==> src/rtl/vmult_seq_ctrl.sv <==
// Streams operand pairs from a sync-read buffer through the combinational FP16 multiplier
// and writes products back; one element per cycle, 2-cycle read-to-write pipeline.
module vmult_seq_ctrl #(
  parameter int VLEN   = 8,
  parameter int ADDR_W = 3
) (
  input  logic              clk,
  input  logic              rst_n,
  input  logic              start,
  input  logic [ADDR_W:0]   len,
  input  logic              abort,
  output logic              busy,
  output logic              done,
  output logic              aborted,
  output logic              rd_en,
  output logic [ADDR_W-1:0] rd_addr,
  input  logic [15:0]       rd_data_a,
  input  logic [15:0]       rd_data_b,
  output logic [15:0]       mul_a,
  output logic [15:0]       mul_b,
  input  logic [15:0]       mul_product,
  input  logic              mul_ovf,
  output logic              wr_en,
  output logic [ADDR_W-1:0] wr_addr,
  output logic [15:0]       wr_data,
  output logic [ADDR_W:0]   ovf_cnt,
  output logic [ADDR_W-1:0] ovf_first
);

  typedef enum logic [1:0] {S_IDLE, S_RUN, S_DRAIN, S_DONE} state_t;

  localparam logic [ADDR_W:0]   LEN_MAX = (ADDR_W+1)'(VLEN);
  localparam logic [ADDR_W:0]   ONE_L   = 1;
  localparam logic [ADDR_W-1:0] ONE_A   = 1;

  state_t              r_state, w_next;
  logic [ADDR_W:0]     r_last;
  logic [ADDR_W-1:0]   r_rd_idx, r_rd_idx_q, r_wr_addr, r_ovf_first;
  logic                r_rd_vld, r_mul_vld, r_aborted;
  logic [15:0]         r_mul_a, r_mul_b;
  logic [ADDR_W:0]     r_ovf_cnt;
  logic [ADDR_W:0]     w_len_c;
  logic                w_kill, w_rd_en, w_wr_en, w_accept;
  logic                w_last_rd, w_last_wr;

  assign w_len_c   = (len > LEN_MAX) ? LEN_MAX : len;
  assign w_accept  = (r_state == S_IDLE) && start;
  assign w_kill    = abort && ((r_state == S_RUN) || (r_state == S_DRAIN));
  assign w_last_rd = ({1'b0, r_rd_idx} == r_last);
  assign w_last_wr = ({1'b0, r_wr_addr} == r_last);
  // Abort kills strobes combinationally so nothing is written in the abort cycle.
  assign w_wr_en   = r_mul_vld && !w_kill;

  always_comb begin
    w_next  = r_state;
    w_rd_en = 1'b0;
    case (r_state)
      S_IDLE:  if (start) w_next = (w_len_c == '0) ? S_DONE : S_RUN;
      S_RUN: begin
        w_rd_en = !w_kill;
        if (w_kill)         w_next = S_DONE;
        else if (w_last_rd) w_next = S_DRAIN;
      end
      S_DRAIN: begin
        if (w_kill)                      w_next = S_DONE;
        else if (w_wr_en && w_last_wr)   w_next = S_DONE;
      end
      S_DONE:  w_next = S_IDLE;
      default: w_next = S_IDLE;
    endcase
  end

  always_ff @(posedge clk or negedge rst_n) begin
    if (!rst_n) begin
      r_state     <= S_IDLE;
      r_last      <= '0;
      r_rd_idx    <= '0;
      r_rd_idx_q  <= '0;
      r_wr_addr   <= '0;
      r_rd_vld    <= 1'b0;
      r_mul_vld   <= 1'b0;
      r_aborted   <= 1'b0;
      r_mul_a     <= '0;
      r_mul_b     <= '0;
      r_ovf_cnt   <= '0;
      r_ovf_first <= '0;
    end else begin
      r_state    <= w_next;
      r_rd_vld   <= w_rd_en;
      r_rd_idx_q <= r_rd_idx;
      r_mul_vld  <= r_rd_vld && !w_kill;
      if (w_rd_en) r_rd_idx <= r_rd_idx + ONE_A;
      if (r_rd_vld) begin
        r_mul_a   <= rd_data_a;
        r_mul_b   <= rd_data_b;
        r_wr_addr <= r_rd_idx_q;
      end
      if (w_kill) r_aborted <= 1'b1;
      if (w_wr_en && mul_ovf) begin
        if (r_ovf_cnt == '0) r_ovf_first <= r_wr_addr;
        r_ovf_cnt <= r_ovf_cnt + ONE_L;
      end
      if (w_accept) begin
        r_last      <= w_len_c - ONE_L;
        r_rd_idx    <= '0;
        r_aborted   <= 1'b0;
        r_ovf_cnt   <= '0;
        r_ovf_first <= '0;
      end
    end
  end

  assign busy      = (r_state == S_RUN) || (r_state == S_DRAIN);
  assign done      = (r_state == S_DONE);
  assign aborted   = (r_state == S_DONE) && r_aborted;
  assign rd_en     = w_rd_en;
  assign rd_addr   = r_rd_idx;
  assign mul_a     = r_mul_a;
  assign mul_b     = r_mul_b;
  assign wr_en     = w_wr_en;
  assign wr_addr   = r_wr_addr;
  assign wr_data   = w_wr_en ? mul_product : 16'h0000;
  assign ovf_cnt   = r_ovf_cnt;
  assign ovf_first = r_ovf_first;

endmodule

==> config.mk <==
export PLATFORM = sky130hd
export DESIGN_NAME = vmult_seq_ctrl
export DESIGN_NICKNAME = d
export VERILOG_FILES = /design/src/rtl/vmult_seq_ctrl.sv
export SDC_FILE = /design/constraint.sdc
export NUM_CORES = 1
export LEC_CHECK = 0
export BUFFER_PORTS_ARGS = -buffer_cell sky130_fd_sc_hd__buf_4
export CAP_MARGIN = 10
export CELL_PAD_IN_SITES_DETAIL_PLACEMENT = 2
export CELL_PAD_IN_SITES_GLOBAL_PLACEMENT = 2
export CORE_ASPECT_RATIO = 0.6
export CORE_MARGIN = 2
export CORE_UTILIZATION = 25
export DETAILED_ROUTE_END_ITERATION = 10
export PLACE_DENSITY_LB_ADDON = 0.12
export RECOVER_POWER = 50
export SYNTH_ARGS = -nofsm -noshare
export SYNTH_HDL_FRONTEND = slang
export SYNTH_SLANG_ARGS = --single-unit
==> constraint.sdc <==
create_clock -name clk -period 1.6 [get_ports clk]
set_input_delay 0.32 -clock clk [delete_from_list [all_inputs] [get_ports clk]]
set_output_delay 0.32 -clock clk [all_outputs]
set_load 0.01 [all_outputs]
# After elaboration in Yosys (flattened, before gate mapping)
# Index checks and enable logic that the tools add are counted.
dict set report totals {
  regBits 57
  input_bits 57
  word_cells 61
}
dict set report classes {
  add_sub_neg 3
  n_lt_le_gt_ge 1
  eq_ne 8
  mux 19
  n_reduce_logical 18
}
# op n
set ops {}
lappend ops {{16-bit 2-to-1 mux} 1}
lappend ops {{3-bit 2-to-1 mux} 5}
lappend ops {{2-bit 2-to-1 mux} 6}
lappend ops {{4-bit 2-to-1 mux} 3}
lappend ops {{3-bit by 4-bit equality test with 1-bit output} 2}
lappend ops {{4-bit zero test} 2}
lappend ops {{2-bit case mux with 4 select lines} 1}
lappend ops {{2-bit nonzero test} 4}
lappend ops {{1-bit logical AND} 7}
lappend ops {{3-bit != test, second input constant} 2}
lappend ops {{4-bit by 1-bit adder with 4-bit output, second input constant} 1}
lappend ops {{2-bit equality test, second input constant} 2}
lappend ops {{4-bit greater-than comparator, second input constant} 1}
lappend ops {{4-bit by 1-bit subtractor with 4-bit output, second input constant} 1}
lappend ops {{3-bit by 1-bit adder with 3-bit output, second input constant} 1}
lappend ops {{1-bit 2-to-1 mux} 3}
lappend ops {{3-bit AND reduction} 1}
lappend ops {{2-bit by 1-bit equality test with 1-bit output, second input constant} 1}
lappend ops {{2-bit zero test} 1}
lappend ops {{2-bit != test, second input constant} 1}
lappend ops {{2-bit AND reduction} 1}
lappend ops {{1-bit zero test} 1}
lappend ops {{1-bit logical OR} 1}

# Depth between registers and ports, before layout
# Gate-level depths: netlist (run 1).
dict set report depth {
  word_depth 9
  ltp_mapped 7
  mapped_depth_nobuf 6
}

# Least setup slack after synthesis (run 1)
# OpenSTA, ideal clock, no wires.
dict set report synth_timing {
  kind {reg2out}
  from {register r_state[0]}
  to {output port wr_data[10]}
  t_arrival_ns 1.605
  t_required_ns 1.280
  path_slack_ns -0.325
  path_stages_with_launch 6
  n_path_buf 1
  cell_sequence {dfrtp_1 > inv_1 > ha_1 > a21boi_1 > clkbuf_1 > and2_1}
}
dict set report synth_via {
  elab_chain_len 6
  word_cells_on_any_way 7
}
# element line
set synth_rtl {}
lappend synth_rtl {{from (decl)} 36} ;# state_t r_state, w_next;
lappend synth_rtl {{from (signal assigned)} 88} ;# r_state <= w_next;
lappend synth_rtl {{2-bit by 1-bit equality test with 1-bit output / 2-bit equality test (equally long branches)} -}
lappend synth_rtl {{1-bit logical OR *} -}
lappend synth_rtl {{via busy} 12} ;# output logic busy,
lappend synth_rtl {{1-bit logical AND *} 48} ;# assign w_kill = abort && ((r_state == S_RUN) || (r_state == S_DRAIN));
lappend synth_rtl {{1-bit zero test *} 52} ;# assign w_wr_en = r_mul_vld && !w_kill;
lappend synth_rtl {{1-bit logical AND *} 52}
lappend synth_rtl {{via wr_en} 23} ;# output logic wr_en,
lappend synth_rtl {{16-bit 2-to-1 mux *} 122} ;# assign wr_data = w_wr_en ? mul_product : 16'h0000;
lappend synth_rtl {{to (decl)} 25} ;# output logic [15:0] wr_data,
# The timed path passes the listed nets; every way through them passes the cells marked *.

# Worst setup path in the final report (run 1)
dict set report layout_timing {
  from {register r_state[0]}
  to {output port wr_data[0]}
}
dict set report layout_via {
  elab_chain_len 6
  word_cells_on_any_way 7
}
# element line
set layout_rtl {}
lappend layout_rtl {{2-bit by 1-bit equality test with 1-bit output / 2-bit equality test (equally long branches)} 48}
lappend layout_rtl {{1-bit logical OR *} 48}
lappend layout_rtl {{1-bit logical AND *} 48}
lappend layout_rtl {{1-bit zero test *} 52}
lappend layout_rtl {{1-bit logical AND *} 52}
lappend layout_rtl {{16-bit 2-to-1 mux *} 122}
# Mark *: on every way between the ends. The rest lies on a longest branch, timed or not.

==> results.cfg, run 1 <==
[outcome]
status = complete, but fails checks
violations = setup timing

[run]
cap_violations = 0

[setup_path]
cp-start-kind = register
cp-end-kind = primary output
slowest_stage = dfrtp_1
critPathRequiredTime_ns = 1.28
path_common_cell = buf_6
crit_buf_inv = 3
critPathTopFamily = flip-flops
worstPathMaxFanout = 7
critPathKind = register to primary output
crit_chain = inv_2 -> ha_4 -> a21boi_4 -> buf_6 -> and2_4 -> buf_6
slowest_delay_ns = 0.39
arrival_ns = 1.61

[clock_network]
htree_levels = 3
cts_max_path_buffers = 2
cts_sinks = 57
clk_pin_slew_ns = 0.05
tritoncts.num_buffers = 9
cts_root_buffer = clkbuf_16
worstSkewPairLatency_ns = 0.33
cts_tree = built

[power]
leakage_nw = 2.12
power_frac_comb = 0.493
p_clk_frac = 0.216
seqPwrFrac = 0.290
p_int_mw = 5.74
power.density_nw_per_um2 = 2020
p_sw_mw = 3.04
switching_share = 0.346
total_power_mw = 8.77
ir_worst_vdd_v = 0.000776

[timing]
timing.hold.ws_ns = 0.208
final-hold-violation-count = 0
slew_viol_final = 0
max_slew_margin = 0.587
finalWorstSetupSlack_ns = -0.334
tightest_slew_ns = 0.620
setup_viol = 30
maxClockFrequency_mhz = 517
setup_tns_ns = -6.85
fin_skew_ns = 0.00531
min_period_ns = 1.93
rsz0062_at_grt = yes
fin_crit_sh = 1.21

[final_layout]
antenna-diode-count = 0
layout.nets = 414
drive_gt1_frac = 0.552
syn_to_final_growth_pct = 71.0
layoutNonFillerInstCount = 488
mostFrequentLayoutCell = buf_4
fin_area_um2 = 4340
layout_common_cells = 115 x buf_4, 57 x dfrtp_1, 36 x mux2_1, 27 x buf_6, 16 x and2_4

[floorplan]
rows = 28
die_x_um = 134
die_area_um2 = 11000
pin_count = 123
fp.dieH_um = 82.1
start_util = 0.257
core_area_um2 = 9880

[drt]
wl_per_cell_um = 16.9
drt_first_pass_iters = 3
wl_mm = 8.27
post_drt_via_cell_ratio = 4.25
vias = 2075
drt.antenna.violating_nets = 0
route.detailed.drc = 0
drtIter0Drc = 53

[placement]
dpl-instance-area_um2 = 3770
port_buffers = 122
dp_cells = 461
gp_congestion = 0.660
hpwl_mm = 5.95

[global_routing]
grt_overflow_total = 0
grt_pass1_wl_mm = 12.2
grt_max_degree = 37
grt_pass1_vias = 2290
antenna_found_initial = 0
grt_usage = 0.149

[synth]
synth.avg_cell_area_um2 = 13.0
synthesis.area_um2 = 2540
synth-warning-count = 0
syn_inst = 195
yosysSeqAreaShare = 0.562
syn_nets = 261
ys_seq_elements = 57
synth_cell_types = 29

[min_path]
hold_class = primary input to register
==> through the flow <==
| step | utilization | setup slack [ns] |
|---|---|---|
| global placement | 0.381 | 0.00814 |
| detailed placement | 0.381 | -0.0474 |
| CTS | 0.428 | -0.365 |
| global route | 0.440 | -0.404 |
| floorplan | - | -0.000939 |
| finish | 0.440 | -0.334 |
==> per-layer routing <==
layer,wire [um],part of all wire,vias to the layer above,track usage
met1,3880,0.47,1035,0.195
met5,0,0,-,0
met4,97,0.012,0,0.0568
met2,3810,0.46,58,0.225
li1,-,-,976,-
met3,483,0.058,6,0.0549
==> cell type report <==
type	instances	area (um2)
fillers	1041	5540
flip-flops and latches	57	1430
repair buffers	149	1220
multi-input cells	127	1210
clock buffers	10	239
well taps	135	169
clock inverters	6	57.6
inverters	4	15.0
==> worst register-to-register path, cell delays in order (launching register included) <==
cell	delay, ns
dfrtp_1	0.39
inv_2	0.09
ha_4	0.21
a21boi_4	0.20
buf_6	0.15
buf_4	0.11
buf_6	0.08
nand4_1	0.17
mux2i_1	0.21
nor2_1	0.06
==> power groups by stage <==
| stage | logic [mW] | registers, mW | clock network (mW) |
|---|---|---|---|
| CTS | 4.09 | 2.55 | 1.95 |
| global placement | 3.70 | 2.51 | 0 |
| floorplan | 1.55 | 2.75 | 0 |
| finish | 4.33 | 2.55 | 1.90 |
| global route | 4.68 | 2.64 | 2.02 |
| detailed placement | 3.75 | 2.56 | 0 |
==> synth_stat cells (all sizes together) <==
library cell / n / area, um2
a21boi: 4 / 33.8
a21oi: 2 / 10.0
a2bb2oi: 1 / 8.76
nand3: 4 / 20.0
xor2: 9 / 86.3
nor2: 12 / 45.0
mux2i: 5 / 50.1
and2: 18 / 113
ha: 9 / 113
and3: 1 / 6.26
or4: 1 / 7.51
nand2: 7 / 26.3
dfrtp: 57 / 1430
mux2: 36 / 405
nor2b: 2 / 12.5
inv: 4 / 15.0
clkbuf: 3 / 11.3
a311o: 1 / 10.0
a31oi: 1 / 6.26
buf: 4 / 20.0
nand4: 1 / 6.26
o21ai: 3 / 15.0
nand2b: 4 / 25.0
o2111ai: 1 / 8.76
xnor2: 3 / 26.3
o41ai: 2 / 32.5
==> repair_timing <==
action,4_1_cts,5_1_grt
buffers inserted,6,7
hold endpoints to repair,21,0
gates resized for setup,26,37
pin swaps,9,19
hold buffers,1,0
endpoints found under the setup margin,23,32
cloned,1,1
==> registers in the layout (all words and copies together), names as in the netlist <==
name,count
wr_addr,3
mul_a,16
r_rd_idx_q,3
rd_addr,3
r_mul_vld,1
mul_b,16
ovf_cnt,4
r_rd_vld,1
r_aborted,1
ovf_first,3
r_last,4
r_state,2
==> cell families (layout without fill, tap and decap cells) <==
kind of cell / count (synthesis) / in the layout / synth area share
buffers and inverters: 11 / 169 / 0.0182
AOI/OAI and AO/OA: 15 / 15 / 0.0493
muxes: 41 / 41 / 0.179
DFF: 57 / 57 / 0.562
xor gates and xnor gates: 12 / 12 / 0.0443
and+or+nand+nor: 50 / 50 / 0.103
adders and majority gates: 9 / 9 / 0.0443
==> worst paths after layout <==
path	startpoint	end	slack [ns]	cells after the start
max	r_state[0]	wr_data[0]	-0.33	6
min	rd_data_b[1]	mul_b[1]	0.21	2
max reg2reg	r_state[0]	ovf_first[1]	-0.19	9
min reg2reg	r_rd_idx_q[2]	wr_addr[2]	0.47	1
max in group asynchronous	rst_n	wr_addr[0]	0.20	3
min in group asynchronous	rst_n	mul_a[7]	0.54	2
(Power assumes the default switching activity.)
==> inputs of run 2 (changes only) <==
--- a/config.mk
+++ b/config.mk
@@ -10,7 +10,7 @@
 export CELL_PAD_IN_SITES_DETAIL_PLACEMENT = 2
 export CELL_PAD_IN_SITES_GLOBAL_PLACEMENT = 2
 export CORE_ASPECT_RATIO = 0.6
-export CORE_MARGIN = 2
+export CORE_MARGIN = 4
 export CORE_UTILIZATION = 25
 export DETAILED_ROUTE_END_ITERATION = 10
 export PLACE_DENSITY_LB_ADDON = 0.12
==> results.cfg, run 2 (synthesis gave the netlist of run 1 again) <==
[drt]
wl_mm = 7.79
post_drt_via_cell_ratio = 4.27
drt_first_pass_iters = 3
drtIter0Drc = 48
drt.antenna.violating_nets = 0
wl_per_cell_um = 16.2
vias = 2057
route.detailed.drc = 0

[power]
seqPwrFrac = 0.298
p_sw_mw = 2.87
p_int_mw = 5.60
p_clk_frac = 0.235
ir_worst_vdd_v = 0.000810
power_frac_comb = 0.467
switching_share = 0.339
power.density_nw_per_um2 = 2040
leakage_nw = 2.04

[timing]
slew_viol_final = 0
setup_viol = 27
max_slew_margin = 0.656
fin_skew_ns = 0.00584
timing.hold.ws_ns = 0.214
fin_crit_sh = 1.21
maxClockFrequency_mhz = 519
min_period_ns = 1.93
finalWorstSetupSlack_ns = -0.328
final-hold-violation-count = 0
tightest_slew_ns = 0.511
rsz0062_at_grt = yes

[setup_path]
cp-start-kind = register
critPathTopFamily = flip-flops
arrival_ns = 1.61
slowest_delay_ns = 0.39
crit_buf_inv = 3
critPathRequiredTime_ns = 1.28
worstPathMaxFanout = 22
slowest_stage = dfrtp_1
cp-end-kind = primary output
crit_chain = inv_2 -> ha_4 -> a21boi_4 -> buf_12 -> and2_1 -> buf_4
critPathKind = register to primary output

[global_routing]
grt_pass1_vias = 2344
grt.busiest_layer = met2
antenna_found_initial = 0
grt_usage = 0.137
grt_overflow_total = 0
grt_max_degree = 36
grt_use_met2 = 0.216
grtUsageMet3 = 0.0496
grtUsageMet1 = 0.178
grt_pass1_wl_mm = 12.8

[clock_network]
cts_max_path_buffers = 2
cts_tree = built
cts_root_buffer = clkbuf_16
htree_levels = 3
cts_sinks = 57
tritoncts.num_buffers = 9
clk_pin_slew_ns = 0.05
worstSkewPairLatency_ns = 0.32

[outcome]
violations = setup timing
status = complete, but fails checks

[run]
cap_violations = 0

[final_layout]
antenna-diode-count = 0
layout_common_cells = 129 x buf_4, 57 x dfrtp_1, 36 x mux2_1, 16 x and2_1, 12 x nor2_1
syn_to_final_growth_pct = 63.7
drive_gt1_frac = 0.490
mostFrequentLayoutCell = buf_4
layout.nets = 408
fin_area_um2 = 4160
fillers = 1055

[min_path]
hold_class = primary input to register

[floorplan]
pin_count = 123
fp.dieH_um = 86.1
die_x_um = 138
rows = 28
start_util = 0.257
die_area_um2 = 11900
core_area_um2 = 9880

[placement]
port_buffers = 122
gp_congestion = 0.698
dpl-instance-area_um2 = 3780
hpwl_mm = 6.18
[run 2: worst paths after layout]
kind                               startpoint    endpoint  slack (ns)  cells after the start
worst max register to register     r_state[0]  r_state[1]       -0.15                      9
max in group asynchronous               rst_n    mul_b[6]        0.27                      3
worst max-delay path               r_state[0]  wr_data[9]       -0.33                      6
worst min register to register  r_rd_idx_q[2]  wr_addr[2]        0.46                      1
worst min-delay path            rd_data_b[15]   mul_b[15]        0.21                      2
min in group asynchronous               rst_n    mul_a[6]        0.49                      2
[run 2: layer usage]
layer  routed length, um  up-vias  share of wire
met5                   0        -              0
met4                  70        0         0.0090
met3                 473        8          0.061
met2                3700       57           0.48
met1                3540     1037           0.45
li1                    -      955              -
[run 2: power groups by stage]
stage / clock (mW) / sequential, mW / combinational, mW
after CTS: 2.06 / 2.55 / 4.04
final: 1.99 / 2.52 / 3.96
after detailed placement: 0 / 2.56 / 3.80
after global routing: 2.14 / 2.64 / 4.33
after floorplan: 0 / 2.75 / 1.55
after global placement: 0 / 2.52 / 3.73
[run 2: area by class of cell]
type                            instances  area [um2]  area share
Clock inverter                          6        82.6      0.0199
Tap cell                              135         169      0.0406
Clock buffer                           10         229      0.0551
Timing Repair Buffer                  143        1090       0.262
Multi-Input combinational cell        127        1150       0.276
Sequential cell                        57        1430       0.343
Inverter                                4        15.0     0.00361
[run 2: per-stage QoR]
stage / setup TNS (ns) / total power [mW] / cells / setup WS, ns / util
2_1_floorplan: -0.00845 / 4.30 / 195 / -0.000939 / -
3_5_place_dp: -0.569 / 6.36 / 463 / -0.124 / 0.383
6_report: -6.08 / 8.47 / 482 / -0.328 / 0.421
3_3_place_gp: -0.231 / 6.25 / 463 / -0.106 / 0.383
4_1_cts: -6.67 / 8.65 / 483 / -0.342 / 0.422
5_1_grt: -8.19 / 9.11 / 482 / -0.411 / 0.421
[run 2: what timing repair did]
item	CTS	global route
pin swaps	4	3
buffers inserted	4	0
hold endpoints to repair	15	0
hold buffers	1	0
setup endpoints to repair	26	28
gates resized for setup	8	9
==> inputs of run 3 (changes only) <==
--- a/config.mk
+++ b/config.mk
@@ -7,14 +7,14 @@
 export LEC_CHECK = 0
 export BUFFER_PORTS_ARGS = -buffer_cell sky130_fd_sc_hd__buf_4
 export CAP_MARGIN = 10
-export CELL_PAD_IN_SITES_DETAIL_PLACEMENT = 2
-export CELL_PAD_IN_SITES_GLOBAL_PLACEMENT = 2
 export CORE_ASPECT_RATIO = 0.6
 export CORE_MARGIN = 4
-export CORE_UTILIZATION = 25
+export CORE_UTILIZATION = 41
 export DETAILED_ROUTE_END_ITERATION = 10
 export PLACE_DENSITY_LB_ADDON = 0.12
 export RECOVER_POWER = 50
+export SKIP_CTS_REPAIR_TIMING = 1
+export SKIP_LAST_GASP = 1
 export SYNTH_ARGS = -nofsm -noshare
 export SYNTH_HDL_FRONTEND = slang
 export SYNTH_SLANG_ARGS = --single-unit
==> results.cfg, run 3 (synthesis gave the netlist of run 1 again) <==
[placement]
gp_congestion = 0.757
port_buffers = 122
hpwl_mm = 4.82

[final_layout]
mostFrequentLayoutCell = buf_4
layout.nets = 403
antenna-diode-count = 0
drive_gt1_frac = 0.450
post-route-util = 0.670
layout_common_cells = 125 x buf_4, 57 x dfrtp_1, 36 x mux2_1, 18 x and2_1
syn_to_final_growth_pct = 52.6
fillers = 484

[run]
cap_violations = 0

[timing]
finalWorstSetupSlack_ns = -0.311
slew_viol_final = 0
timing.hold.ws_ns = 0.210
final-hold-violation-count = 0
max_slew_margin = 0.571
min_period_ns = 1.91
fin_skew_ns = 0.00690
tightest_slew_ns = 0.643
setup_viol = 22
rsz0062_at_grt = yes
maxClockFrequency_mhz = 523
fin_crit_sh = 1.19

[setup_path]
cp-end-kind = primary output
arrival_ns = 1.59
slowest_delay_ns = 0.37
cp-start-kind = register
critPathTopFamily = flip-flops
crit_chain = inv_2 -> ha_4 -> a21boi_4 -> buf_12 -> and2_1 -> buf_4
critPathKind = register to primary output
critPathRequiredTime_ns = 1.28
crit_buf_inv = 3
worstPathMaxFanout = 22
slowest_stage = dfrtp_1

[clock_network]
cts_max_path_buffers = 2
cts_sinks = 57
cts_root_buffer = clkbuf_8
clk_pin_slew_ns = 0.06
tritoncts.num_buffers = 9
worstSkewPairLatency_ns = 0.32
cts_tree = built
htree_levels = 3

[power]
ir_worst_vdd_v = 0.00103
leakage_nw = 1.94
power.density_nw_per_um2 = 1910

[drt]
drtIter0Drc = 33
route.detailed.drc = 0
vias = 1927
drt_first_pass_iters = 3
drt.antenna.violating_nets = 0
wl_mm = 6.09
post_drt_via_cell_ratio = 4.57
wl_per_cell_um = 14.4

[global_routing]
grt_pass1_vias = 1986
grt_pass1_wl_mm = 9.36
grt_max_degree = 27
antenna_found_initial = 0
grt_overflow_total = 0
grt_usage = 0.165

[floorplan]
die_x_um = 110
start_util = 0.439
fp.dieH_um = 69.0
rows = 21
pin_count = 123
die_area_um2 = 7560
core_area_um2 = 5780

[min_path]
hold_class = primary input to register

[outcome]
violations = setup timing
status = complete, but fails checks
## run 3: changes by cell type in the layout (fill, tap and decap cells not counted), moves of 2 or more
cell	change
clkinv_2	-2
clkbuf_8	+12
buf_6	-4
and2_4	-2
and2_1	+2
buf_4	-4
clkbuf_16	-9
clkbuf_1	+5
## run 3: where the power goes
group,internal [mW],switching (mW)
clock,0.846,0.529
sequential,2.11,0.427
combinational,1.89,1.59
## run 3: area by class of cell
cell class / instances / area [um2] / share of cell area
Multi-Input combinational cell: 127 / 1100 / 0.285
Clock inverter: 2 / 35.0 / 0.00904
Sequential cell: 57 / 1430 / 0.368
Clock buffer: 14 / 173 / 0.0446
Inverter: 4 / 15.0 / 0.00387
Tap cell: 80 / 100 / 0.0258
Timing Repair Buffer: 138 / 1020 / 0.264
## run 3: per-stage QoR
step / setup TNS, ns / setup WS [ns] / cell area [um2] / power [mW] / std cells
5_1_grt: -7.72 / -0.419 / 3870 / 7.95 / 422
2_1_floorplan: -0.00845 / -0.000939 / 2560 / 4.30 / 195
4_1_cts: -6.50 / -0.379 / 3890 / 7.52 / 421
3_5_place_dp: -0.137 / -0.0418 / 3680 / 6.11 / 405
6_report: -5.27 / -0.311 / 3870 / 7.40 / 422
3_3_place_gp: 0 / 0.00990 / 3680 / 6.01 / 405
## run 3: worst paths after layout
| check | startpoint | to | slack (ns) | cells past startpoint |
|---|---|---|---|---|
| max in group asynchronous | rst_n | rd_addr[0] | 0.20 | 3 |
| max reg2reg | r_state[0] | ovf_first[0] | -0.03 | 7 |
| min | rd_data_b[5] | mul_b[5] | 0.21 | 2 |
| max | r_state[1] | wr_data[3] | -0.31 | 6 |
| min in group asynchronous | rst_n | mul_a[3] | 0.57 | 2 |
| min reg2reg | r_rd_idx_q[2] | wr_addr[2] | 0.47 | 1 |
## run 3: worst reg2reg max path, delay by kind of cell, from the launching register on
kind	cells	cell delay, ns
flip-flops	1	0.39
AND/OR/NAND/NOR	2	0.27
adder cells (fa/ha/maj)	1	0.23
buffers and inverters	2	0.23
multiplexers	1	0.22
AO/OA/AOI/OAI	1	0.16
## run 3: metal layers
layer	vias to the layer above	share of wire	routed length [um]	track usage
met1	913	0.44	2690	0.211
met4	0	0	0	0.0233
li1	948	-	-	-
met3	0	0.093	566	0.0800
met2	66	0.47	2840	0.260
met5	-	0	0	0
